$ cat src/rtl/req_enc_pkg.sv
// Shared constants, state type and helpers for the 4-to-2 request encoder.
package req_enc_pkg;

  localparam int unsigned N_REQ  = 4;
  localparam int unsigned CODE_W = 2;

  typedef enum logic [0:0] {
    IDLE    = 1'b0,
    PRESENT = 1'b1
  } req_enc_state_t;

  // One-hot expansion of a 2-bit code onto the request lines.
  function automatic logic [N_REQ-1:0] onehot4(input logic [CODE_W-1:0] code);
    onehot4 = N_REQ'(1) << code;
  endfunction

endpackage

$ cat src/rtl/req_encoder_4to2_if.sv
// Request/code handshake bundle between the encoder and its environment.
interface req_encoder_4to2_if;
  import req_enc_pkg::*;

  logic [N_REQ-1:0]  in;
  logic              ack;
  logic [CODE_W-1:0] out;
  logic              valid;
  logic [N_REQ-1:0]  pending;
  logic              dup;

  // Encoder side.
  modport slave (
    input  in,
    input  ack,
    output out,
    output valid,
    output pending,
    output dup
  );

  // Requester / consumer side.
  modport master (
    output in,
    output ack,
    input  out,
    input  valid,
    input  pending,
    input  dup
  );

endinterface

$ cat src/rtl/pri_enc_4to2.sv
// Combinational highest-index-first priority encoder with an any-bit flag.
module pri_enc_4to2
  import req_enc_pkg::*;
(
  input  logic [N_REQ-1:0]  v,
  output logic [CODE_W-1:0] code,
  output logic              any
);

  // Highest set bit wins.
  always_comb begin
    code = '0;
    any  = 1'b0;
    casez (v)
      4'b1???: begin code = CODE_W'(3); any = 1'b1; end
      4'b01??: begin code = CODE_W'(2); any = 1'b1; end
      4'b001?: begin code = CODE_W'(1); any = 1'b1; end
      4'b0001: begin code = CODE_W'(0); any = 1'b1; end
      default: begin code = '0;         any = 1'b0; end
    endcase
  end

endmodule

$ cat src/rtl/req_encoder_4to2.sv
// Sequential 4-to-2 request encoder: sticky pending register, codes presented
// highest index first under a valid/ack handshake.
module req_encoder_4to2
  import req_enc_pkg::*;
(
  input  logic               clk,
  input  logic               rst_n,
  req_encoder_4to2_if.slave  bus
);

  req_enc_state_t    state_q, state_d;
  logic [N_REQ-1:0]  pending_q, pending_d;
  logic [CODE_W-1:0] out_q, out_d;
  logic              valid_q, valid_d;
  logic              dup_q, dup_d;

  logic              accept_c;
  logic [N_REQ-1:0]  clr_c;
  logic [N_REQ-1:0]  rem_c;
  logic [CODE_W-1:0] pend_code_c, rem_code_c;
  logic              pend_any_c, rem_any_c;

  // Handshake completion, clear mask and what remains after the served code.
  always_comb begin
    accept_c = valid_q & bus.ack;
    clr_c    = accept_c ? onehot4(out_q) : '0;
    rem_c    = pending_q & ~onehot4(out_q);
  end

  // Selection from the registered pending set (IDLE).
  pri_enc_4to2 u_pri_pending (
    .v    (pending_q),
    .code (pend_code_c),
    .any  (pend_any_c)
  );

  // Selection from the remaining set on an accepted code (PRESENT).
  pri_enc_4to2 u_pri_rem (
    .v    (rem_c),
    .code (rem_code_c),
    .any  (rem_any_c)
  );

  // Next-state, next-code and pending/dup update; new requests win over clear.
  always_comb begin
    state_d   = state_q;
    out_d     = out_q;
    valid_d   = valid_q;
    pending_d = (pending_q & ~clr_c) | bus.in;
    dup_d     = |(bus.in & pending_q & ~clr_c);

    case (state_q)
      IDLE: begin
        valid_d = 1'b0;
        if (pend_any_c) begin
          out_d   = pend_code_c;
          valid_d = 1'b1;
          state_d = PRESENT;
        end
      end
      PRESENT: begin
        valid_d = 1'b1;
        if (accept_c) begin
          if (rem_any_c) begin
            out_d = rem_code_c;
          end else begin
            valid_d = 1'b0;
            state_d = IDLE;
          end
        end
      end
      default: begin
        valid_d = 1'b0;
        state_d = IDLE;
      end
    endcase
  end

  // State and output registers.
  always_ff @(posedge clk or negedge rst_n) begin
    if (!rst_n) begin
      state_q   <= IDLE;
      out_q     <= '0;
      valid_q   <= 1'b0;
      pending_q <= '0;
      dup_q     <= 1'b0;
    end else begin
      state_q   <= state_d;
      out_q     <= out_d;
      valid_q   <= valid_d;
      pending_q <= pending_d;
      dup_q     <= dup_d;
    end
  end

  assign bus.out     = out_q;
  assign bus.valid   = valid_q;
  assign bus.pending = pending_q;
  assign bus.dup     = dup_q;

endmodule

$ cat src/flat_wrapper.sv
// flat-port wrapper written by rule: the top's interface ports become plain ports
module req_encoder_4to2_flat import req_enc_pkg::*;
  (clk, rst_n, bus_in, bus_ack, bus_out, bus_valid, bus_pending, bus_dup);
  req_encoder_4to2_if bus_i ();
  input  logic clk;
  input  logic rst_n;
  input wire logic [$bits(bus_i.in)-1:0] bus_in;
  input wire logic [$bits(bus_i.ack)-1:0] bus_ack;
  output wire logic [$bits(bus_i.out)-1:0] bus_out;
  output wire logic [$bits(bus_i.valid)-1:0] bus_valid;
  output wire logic [$bits(bus_i.pending)-1:0] bus_pending;
  output wire logic [$bits(bus_i.dup)-1:0] bus_dup;
  assign bus_i.in = bus_in;
  assign bus_i.ack = bus_ack;
  assign bus_out = bus_i.out;
  assign bus_valid = bus_i.valid;
  assign bus_pending = bus_i.pending;
  assign bus_dup = bus_i.dup;
  req_encoder_4to2 u_core (.clk(clk), .rst_n(rst_n), .bus(bus_i));
endmodule
$ cat config.mk
export PLATFORM = sky130hd
export DESIGN_NAME = req_encoder_4to2_flat
export DESIGN_NICKNAME = d
export VERILOG_FILES = /design/src/rtl/req_enc_pkg.sv /design/src/rtl/req_encoder_4to2_if.sv /design/src/rtl/pri_enc_4to2.sv /design/src/rtl/req_encoder_4to2.sv /design/src/flat_wrapper.sv
export SDC_FILE = /design/constraint.sdc
export NUM_CORES = 1
export LEC_CHECK = 0
export CORE_AREA = 2 2 39 41
export DETAILED_ROUTE_END_ITERATION = 10
export DIE_AREA = 0 0 41 43
export PLACE_DENSITY = 0.67
export SYNTH_ARGS = -nofsm -noshare
export SYNTH_HDL_FRONTEND = slang
export SYNTH_HIERARCHICAL = 1
export SYNTH_SLANG_ARGS = --single-unit
$ cat constraint.sdc
create_clock -name clk -period 1.6 [get_ports clk]
set_input_delay 0.32 -clock clk [delete_from_list [all_inputs] [get_ports clk]]
set_output_delay 0.32 -clock clk [all_outputs]
set_load 0.05 [all_outputs]
==> results of run 1 <==
==> worst min path at each step <==
stage | start | to | slack (ps)
2_1_floorplan | rst_n | u_core/bus.dup$_DFF_PN0_ | 20
3_3_place_gp | u_core/bus.out[0]$_DFFE_PN0P_ | u_core/bus.out[0]$_DFFE_PN0P_ | 580
3_5_place_dp | u_core/bus.out[0]$_DFFE_PN0P_ | u_core/bus.out[0]$_DFFE_PN0P_ | 600
4_1_cts | rst_n | u_core/bus.valid$_DFF_PN0_ | 360
5_1_grt | rst_n | u_core/bus.valid$_DFF_PN0_ | 380
6_report | rst_n | u_core/bus.valid$_DFF_PN0_ | 350
==> Yosys cell counts <==
master / n / area share (%)
o311ai_1: 1 / 1.8
o31ai_1: 1 / 1.6
buf_4: 1 / 1.6
a21o_1: 5 / 7.8
nand4b_1: 2 / 3.6
a21boi_1: 3 / 4.7
a31oi_2: 1 / 2.6
nand2b_1: 1 / 1.3
inv_2: 2 / 1.6
o21a_1: 1 / 1.6
buf_6: 1 / 2.3
dfrtp_1: 8 / 42
nand3_1: 3 / 3.1
or2_1: 2 / 2.6
nor2b_2: 1 / 1.8
or3_1: 2 / 2.6
nand2_2: 1 / 1.3
inv_1: 3 / 2.3
nand4_1: 2 / 2.6
buf_2: 1 / 1.0
mux2i_1: 4 / 8.3
nor2_1: 1 / 0.78
a31oi_1: 1 / 1.3
==> routing by layer <==
| layer | up-vias | wire, um | GRT usage, % |
|---|---|---|---|
| met5 | - | 0 | 0 |
| met4 | 0 | 10 | 12.0 |
| met3 | 2 | 69 | 3.14 |
| met2 | 18 | 676 | 26.9 |
| met1 | 230 | 478 | 20.1 |
| li1 | 228 | - | - |
==> per-stage QoR <==
stage          TNS (ps)  power, mW  area [um^2]  std cells
5_1_grt            -274       1.36          820         90
2_1_floorplan      -487      0.726          492         48
3_5_place_dp       -279       1.06          764         85
3_3_place_gp      -98.6       1.05          764         85
4_1_cts            -137       1.27          812         89
6_report           -175       1.29          820         90
==> sequential cells by signal (all words and copies together) (netlist names) <==
register / count
u_core/bus.pending: 4
u_core/bus.out: 2
u_core/bus.dup: 1
u_core/bus.valid: 1
==> logic make-up after synthesis <==
logic type | count (synthesis) | synth area share (%)
and+or+nand+nor | 15 | 19.8
buffers and inverters | 8 | 8.85
DFF | 8 | 41.7
AOI/OAI and AO/OA | 13 | 21.4
muxes | 4 | 8.33
==> power by group through the flow <==
stage | registers (mW) | clock network (mW) | logic, mW
final | 0.312 | 0.167 | 0.814
after global routing | 0.320 | 0.182 | 0.860
after CTS | 0.317 | 0.169 | 0.784
after detailed placement | 0.319 | 0 | 0.746
after global placement | 0.315 | 0 | 0.738
after floorplan | 0.464 | 0 | 0.262
==> cell type report <==
type | count | area [um^2]
fill | 122 | 564
timing repair buffer | 26 | 298
multi-input combinational | 32 | 255
sequential | 8 | 205
clock buffer | 3 | 22.5
tap | 16 | 20.0
inverter | 5 | 18.8
==> what timing repair did <==
item / CTS / global route
hold buffers: 0 / 0
pin swaps: 2 / 0
endpoints found under the setup margin: 2 / 2
gates resized for setup: 3 / 0
endpoints found under the hold margin: 0 / 0
setup buffers: 1 / 1
==> results.md, run 1 <==
- Failing checks: negative setup slack
- CP startpoint: u_core/bus.pending[2]$_DFF_PN0_
- Final hold violation count: 0
- FF-to-FF setup slack: -100 ps
- Crit path arrival time: roughly 1900 ps
- CP Max Fanout: 3
- CTS clk-pin slew, worst paths: around 60 ps
- Syn nets: 55
- Commonest non-fill, non-tap cell in the layout: buf_4
- Number of I/O pins: 15
- CTS buffer count: 3
- Vias/cell: 5.31
- Clock power share: between 10% and 20%
- Core area: roughly 1400 um^2
- Critical-path cell list: a21boi_2, or2_1, or3_4, a31oi_4, mux2i_1
- Synth warn: 6
- CTS tree: done
- Clock sink total: 8
- Gate count of the mapped netlist: between 40 and 50
- Initial antenna violation count: 0
- Mean post-synth cell area: ~10 um^2
- Synthesized cell area: a little under 500 um^2
- Pint: 759 uW
- Routed vias: 478
- Worst path bufs/invs: 0
- Chip Width: between 40 and 50 um
- Switching Share: 41.3%
- First-pass GRT wire length: about 1900 um
- Sequential group share of total power: 24.1%
- Drt pass-1 iters: 4
- Combinational cell fraction of total power: approximately 63%
- N_diodes: 0
- Post-DRT Antenna Nets: 0
- H-tree depth: 1
- Hold_ws: 345 ps
- Critical path type: reg -> reg
- Num rows: 14
- Starting DRT DRC Count: 13
- # DRC: 0
- Worst slew pin tran: 515 ps
- Layout Nets: 83
- HPWL Detailed: between 900 and 1000 um
- Power Dens Cells: approximately 1600 nW/um^2
- Unrepaired setup endpoints after global routing: true
- Crit. End Element: flip-flop
- DR WL/cell: between 10 and 15 um
- Seq/Total Area, Yosys: between 40% and 50%
- CP required: about 1800 ps
- Global router's overall resource usage: 17.3%
- Cell variety after synth: 23
- Startpoint Class: flip-flop
- Highest Clock Rate: 587 MHz
- Final setup viols: 2
- Top delay family on crit path: simple AND/OR/NAND/NOR gates
- Die area: 1760 um^2
- Port Buf Inserts: 14
- IR drop worst, VDD: 0.000873 V
- Clock Latency Late Sink: 270 ps
- Worst Skew: 9.11 ps
- HP Class: in -> async
- Static Leak: 0.381 nW
- Max stage delay on crit path: about 400 ps
- Max clock buf depth: 2
- Reg-to-reg critical path endpoint: u_core/bus.out[1]$_DFFE_PN0P_
- Fin crit share: 107%
- Share of cells above drive strength 1: 45.9%
- Pre-CTS setup slack: -155 ps
- Critical-path top delay cell: dfrtp_2
- Vias in the first global route: between 400 and 500
- FF-to-FF Start: u_core/bus.pending[2]$_DFF_PN0_
- Final Worst Setup Slack: -105 ps
- Reg2reg path depth: 5
- Final critical-path required period: about 1700 ps
- CP Capture Point: u_core/bus.out[1]$_DFFE_PN0P_
- FF+latch count, synth: 8
- Root Buffer Master: clkbuf_4
- Slew HR: 65.7%
- Most frequent cells in the layout: buf_4 (13), buf_12 (7), clkdlybuf4s50_1 (6)
- Final Max Tran Viols: 0
- Initial Util: 34.7%
- Grt ovf: 0
- Max-capacitance violation count: 0
- Cell depth of the worst setup path: 5
- NetSw: between 500 and 600 uW
- DIE HEIGHT: between 40 and 50 um
- Routed WL: between 1000 and 1500 um
- Status: finished, violations left
- Util after Layout: between 50 and 60%
- Largest net degree at the start of global routing: 12
- P&R area growth vs syn: 70.6%
- GP Congestion: around 0.80
(Power assumes the default switching activity.)
==> inputs of run 2 (changes only) <==
Settings changed: SKIP_CTS_REPAIR_TIMING set to 1.
==> results.md, run 2 (synthesis results as in run 1) <==
- Status: finished, violations left
- Failing checks: negative setup slack
- Most frequent cells in the layout: buf_4 (12), buf_12 (7), clkdlybuf4s50_1 (6)
- Clock Latency Late Sink: around 270 ps
- Global router's overall resource usage: 16.7%
- GP Congestion: around 0.80
- Grt ovf: 0
- Max clock buf depth: 2
- Largest register FFs: 4
- Drt pass-1 iters: 5
- First-pass GRT wire length: roughly 1900 um
- CP Capture Point: u_core/bus.out[1]$_DFFE_PN0P_
- Unrepaired setup endpoints after global routing: true
- Worst Skew: a little over 10 ps
- Commonest non-fill, non-tap cell in the layout: buf_4
- Power Dens Cells: ~1500 nW/um^2
- Slew HR: 65.4%
- Pre-CTS setup slack: -155 ps
- CP startpoint: u_core/bus.pending[2]$_DFF_PN0_
- Crit path arrival time: 1850 ps
- Final Max Tran Viols: 0
- Routed vias: 467
- Critical path type: reg -> reg
- Reg2reg path depth: 5
- Routed WL: roughly 1200 um
- # fillers: between 100 and 150
- Worst slew pin tran: 519 ps
- Die area: around 1800 um^2
- Vias/cell: ~5.2
- Initial antenna violation count: 0
- DIE HEIGHT: roughly 43 um
- Final critical-path required period: 1680 ps
- Chip Width: between 40 and 50 um
- # DRC: 0
- Startpoint Class: flip-flop
- DR WL/cell: between 10 and 15 um
- HPWL Detailed: 909 um
- HP Class: in -> async
- CP required: roughly 1800 ps
- Design Power: around 1.3 mW
- Largest net degree at the start of global routing: 12
- FF-to-FF Start: u_core/bus.pending[2]$_DFF_PN0_
- Starting DRT DRC Count: 10
- IR drop worst, VDD: ~0.00087 V
- CTS tree: done
- Root Buffer Master: clkbuf_4
- Post-DRT Antenna Nets: 0
- Layout Nets: between 80 and 90
- Number of I/O pins: 15
- CTS buffer count: 3
- Crit. End Element: flip-flop
- Vias in the first global route: 442
- Fin crit share: 105%
- Initial Util: between 30% and 40%
- Static Leak: roughly 0.38 nW
- Final hold violation count: 0
- N_diodes: 0
- CTS clk-pin slew, worst paths: roughly 60 ps
- H-tree depth: 1
- Share of cells above drive strength 1: 46.6%
- Final Worst Setup Slack: -80.9 ps
- Port Buf Inserts: 14
- Final setup viols: 2
- Core area: approximately 1400 um^2
- Clock sink total: 8
- CP Max Fanout: 3
- FF-to-FF setup slack: -80 ps
- Reg-to-reg critical path endpoint: u_core/bus.out[1]$_DFFE_PN0P_
- P&R area growth vs syn: 70.1%
- Max-capacitance violation count: 0
- Num rows: 14
- Highest Clock Rate: between 500 and 600 MHz
[run 2: cell count changes in the layout (fill, tap and decap cells not counted)]
cell / change
buf_4: -1
or3_1: -1
or3_4: +1
[run 2: metrics by stage]
stage / TNS [ps] / util, % / cell area [um^2] / hold WS [ps] / cells
floorplan: -487 / - / 492 / 24.4 / 48
global placement: -98.6 / 55.2 / 764 / 582 / 85
detailed placement: -279 / 55.2 / 764 / 600 / 85
CTS: -314 / 56.9 / 787 / 363 / 88
global route: -237 / 59.0 / 817 / 379 / 89
finish: -127 / 59.0 / 817 / 344 / 89
[run 2: worst min-delay path by stage]
| stage | start | end | cells after the start |
|---|---|---|---|
| finish | rst_n | u_core/bus.valid$_DFF_PN0_ | 1 |
| global route | rst_n | u_core/bus.valid$_DFF_PN0_ | 1 |
| CTS | rst_n | u_core/bus.valid$_DFF_PN0_ | 1 |
| detailed placement | u_core/bus.out[0]$_DFFE_PN0P_ | u_core/bus.out[0]$_DFFE_PN0P_ | 2 |
| global placement | u_core/bus.out[0]$_DFFE_PN0P_ | u_core/bus.out[0]$_DFFE_PN0P_ | 2 |
| floorplan | rst_n | u_core/bus.dup$_DFF_PN0_ | 0 |
[run 2: cell type report]
class | count | area (um^2) | area share [%]
Sequential cell | 8 | 205 | 25.1
Clock buffer | 3 | 22.5 | 2.76
Inverter | 5 | 18.8 | 2.30
Tap cell | 16 | 20.0 | 2.45
Multi-Input combinational cell | 32 | 260 | 31.9
Timing Repair Buffer | 25 | 290 | 35.5
[run 2: per-layer routing]
| metal | track usage [%] | wire length (um) | up-vias |
|---|---|---|---|
| met5 | 0 | 0 | - |
| met4 | 12.0 | 12 | 0 |
| met3 | 3.14 | 60 | 4 |
| met2 | 24.7 | 633 | 16 |
| met1 | 20.4 | 486 | 221 |
| li1 | - | - | 226 |
[run 2: critical path: stages (launching register included)]
cell and delay [ps]:
dfrtp_2 400, a21boi_2 150, or2_1 240, or3_4 350, a31oi_4 200, mux2i_1 230
[run 2: report_power, final]
part           switching, mW  internal (mW)  total [mW]
sequential            0.0539          0.257       0.310
combinational          0.385          0.399       0.784
clock                 0.0808         0.0866       0.167
==> inputs of run 3 (changes only) <==
Settings changed: ABC_AREA set to 1, CORE_AREA 2 2 39 41 to not set, CORE_UTILIZATION set to 39, DIE_AREA 0 0 41 43 to not set, PLACE_DENSITY 0.67 to 0.71.
==> results.md, run 3 <==
- Status: finished clean
- Initial antenna violation count: 0
- Synth warn: 6
- Static Leak: about 0.44 nW
- Combinational cell fraction of total power: between 50 and 60%
- DIE HEIGHT: approximately 38 um
- Max clock buf depth: 2
- CTS buffer count: 3
- Top-count cell post-synth: nand2_1
- Switching Share: between 40% and 50%
- Mean post-synth cell area: 6.35 um^2
- HPWL Detailed: ~800 um
- CP Max Fanout: 8
- Clock Latency Late Sink: approximately 250 ps
- Setup TNS: 0 ps
- Largest register FFs: 4
- Root Buffer Master: clkbuf_4
- Top cells by count, synth: nand2_1 (30), inv_1 (16), nor2_1 (11), dfrtp_1 (8)
- Worst Skew: slightly below 4 ps
- Syn nets: 87
- Crit path arrival time: around 1600 ps
- Commonest non-fill, non-tap cell in the layout: nand2_1
- Wire length on met3: 60 um
- Final critical-path required period: 1470 ps
- Hold_ws: around 360 ps
- Most frequent cells in the layout: nand2_1 (30), inv_1 (16), nor2_1 (11)
- M1 wire length: between 400 and 500 um
- Drt pass-1 iters: 4
- Gate count of the mapped netlist: 80
- Die area: ~1500 um^2
- First-pass GRT wire length: 1790 um
- Highest metal used: met3
- Chip Width: 38.1 um
- Slew HR: about 73%
- Power Dens Cells: between 1500 and 2000 nW/um^2
- Sequential group share of total power: approximately 30%
- Cell mode on critical path: nand2_1
- Fin crit share: between 90 and 100%
- Port Buf Inserts: 14
- IR drop worst, VDD: 0.000915 V
- NetSw: around 630 uW
- Core area: 1160 um^2
- Startpoint Class: flip-flop
- Final setup viols: 0
- Initial Util: 43.9%
- N_diodes: 0
- Largest net degree at the start of global routing: 9
- Critical-path cell list: nor2_1, nor2_1, nor2_1, nand2_1, nand2_1, o21ai_0, nand2_2, nand2_1, nand2_1
- Critical-path top delay cell: dfrtp_1
- # fillers: 92
- H-tree depth: 1
- CTS clk-pin slew, worst paths: around 60 ps
- Clock sink total: 8
- Met2 routed WL: 544 um
- Global router's overall resource usage: 19.1%
- Largest cells by area after synthesis: dfrtp_1 (39%), nand2_1 (22%), inv_1 (12%)
- CP required: approximately 1700 ps
- Critical path type: reg -> reg
- Post-DRT Antenna Nets: 0
- Top delay family on crit path: simple AND/OR/NAND/NOR gates
- Share of cells above drive strength 1: 20.6%
- Vias in the first global route: between 400 and 500
- Main synth FF type: dfrtp_1
- Layout Nets: between 100 and 150
- Final hold violation count: 0
- Asr flop ratio synth: 100%
- Routed vias: between 500 and 600
- Seq/Total Area, Yosys: 39.4%
- Grt ovf: 0
- CTS tree: done
- Synthesized cell area: slightly above 500 um^2
- Final Max Tran Viols: 0
- Worst path bufs/invs: 0
- Number of flops mapped to enable cells by yosys: 0
- Top-area cell type share of the netlist area: 39.4%
- Clock power share: around an eighth
- Num rows: 12
- FF+latch count, synth: 8
- Final std cells w/o fill: roughly 110
- Cell variety after synth: 14
- Inst Count DP: 108
- Starting DRT DRC Count: 22
- Number of I/O pins: 15
- # DRC: 0
- Util after Layout: between 60% and 70%
- P&R area growth vs syn: 50.2%
- HP Class: in -> async
- Worst slew pin tran: roughly 400 ps
- Vias/cell: around 4.7
- Area leader, netlist: dfrtp_1
- Pint: approximately 700 uW
- Highest Clock Rate: about 680 MHz
- DR WL/cell: between 9 and 10 um
- Max stage delay on crit path: between 500 and 600 ps
- GP Congestion: 0.825
- Routed WL: 1070 um
- Crit. End Element: flip-flop
- Max-capacitance violation count: 0
[run 3: worst paths after layout]
kind | start | end | slack, ps | cells past startpoint
setup / recovery | u_core/bus.out[1]$_DFFE_PN0P_ | u_core/bus.out[1]$_DFFE_PN0P_ | 130 | 9
hold / removal | rst_n | u_core/bus.out[1]$_DFFE_PN0P_ | 360 | 1
setup reg to reg | u_core/bus.out[1]$_DFFE_PN0P_ | u_core/bus.out[1]$_DFFE_PN0P_ | 130 | 9
hold reg to reg | u_core/bus.out[0]$_DFFE_PN0P_ | u_core/bus.out[0]$_DFFE_PN0P_ | 590 | 2
max in group asynchronous | rst_n | u_core/bus.pending[2]$_DFF_PN0_ | 930 | 1
min in group clk | u_core/bus.out[0]$_DFFE_PN0P_ | u_core/bus.out[0]$_DFFE_PN0P_ | 590 | 2
[run 3: stage by stage]
| step | worst slack, ps | cell area [um^2] | power [mW] |
|---|---|---|---|
| after CTS | 130 | 758 | 1.33 |
| after global routing | -6.23 | 763 | 1.43 |
| after global placement | 161 | 736 | 1.16 |
| after detailed placement | 140 | 736 | 1.16 |
| after floorplan | 6.78 | 510 | 0.827 |
| final | 127 | 763 | 1.33 |
[run 3: worst register-to-register path, cell delays in order, from the launching register on]
cell	delay [ps]
dfrtp_1	540
nor2_1	110
nor2_1	140
nor2_1	50
nand2_1	60
nand2_1	60
o21ai_0	180
nand2_2	80
nand2_1	70
nand2_1	60
[run 3: power by group through the flow]
stage	Combinational, mW	Clock [mW]	Sequential [mW]
finish	0.784	0.155	0.386
detailed placement	0.775	0	0.386
global placement	0.768	0	0.388
global route	0.857	0.177	0.400
floorplan	0.284	0	0.543
CTS	0.780	0.163	0.383
[run 3: layout make-up]
cell class	instances	area (um^2)	share of cell area, %
multi-input cells	55	248	32.5
repair buffers	14	208	27.2
well taps	14	17.5	2.30
flip-flops and latches	8	204	26.7
inverters	17	63.8	8.36
clock buffers	3	22.5	2.95
[run 3: logic make-up after synthesis]
group           Yosys count  share of synthesized area [%]
compound gates            8                           10.3
buf+inv                  17                           12.6
simple gates             47                           37.7
flops                     8                           39.4
[run 3: routing by layer]
| metal | vias to the layer above | GRT usage (%) |
|---|---|---|
| met4 | 0 | 8.04 |
| met1 | 232 | 21.8 |
| met3 | 0 | 6.98 |
| li1 | 269 | - |
| met5 | - | 0 |
| met2 | 16 | 31.8 |
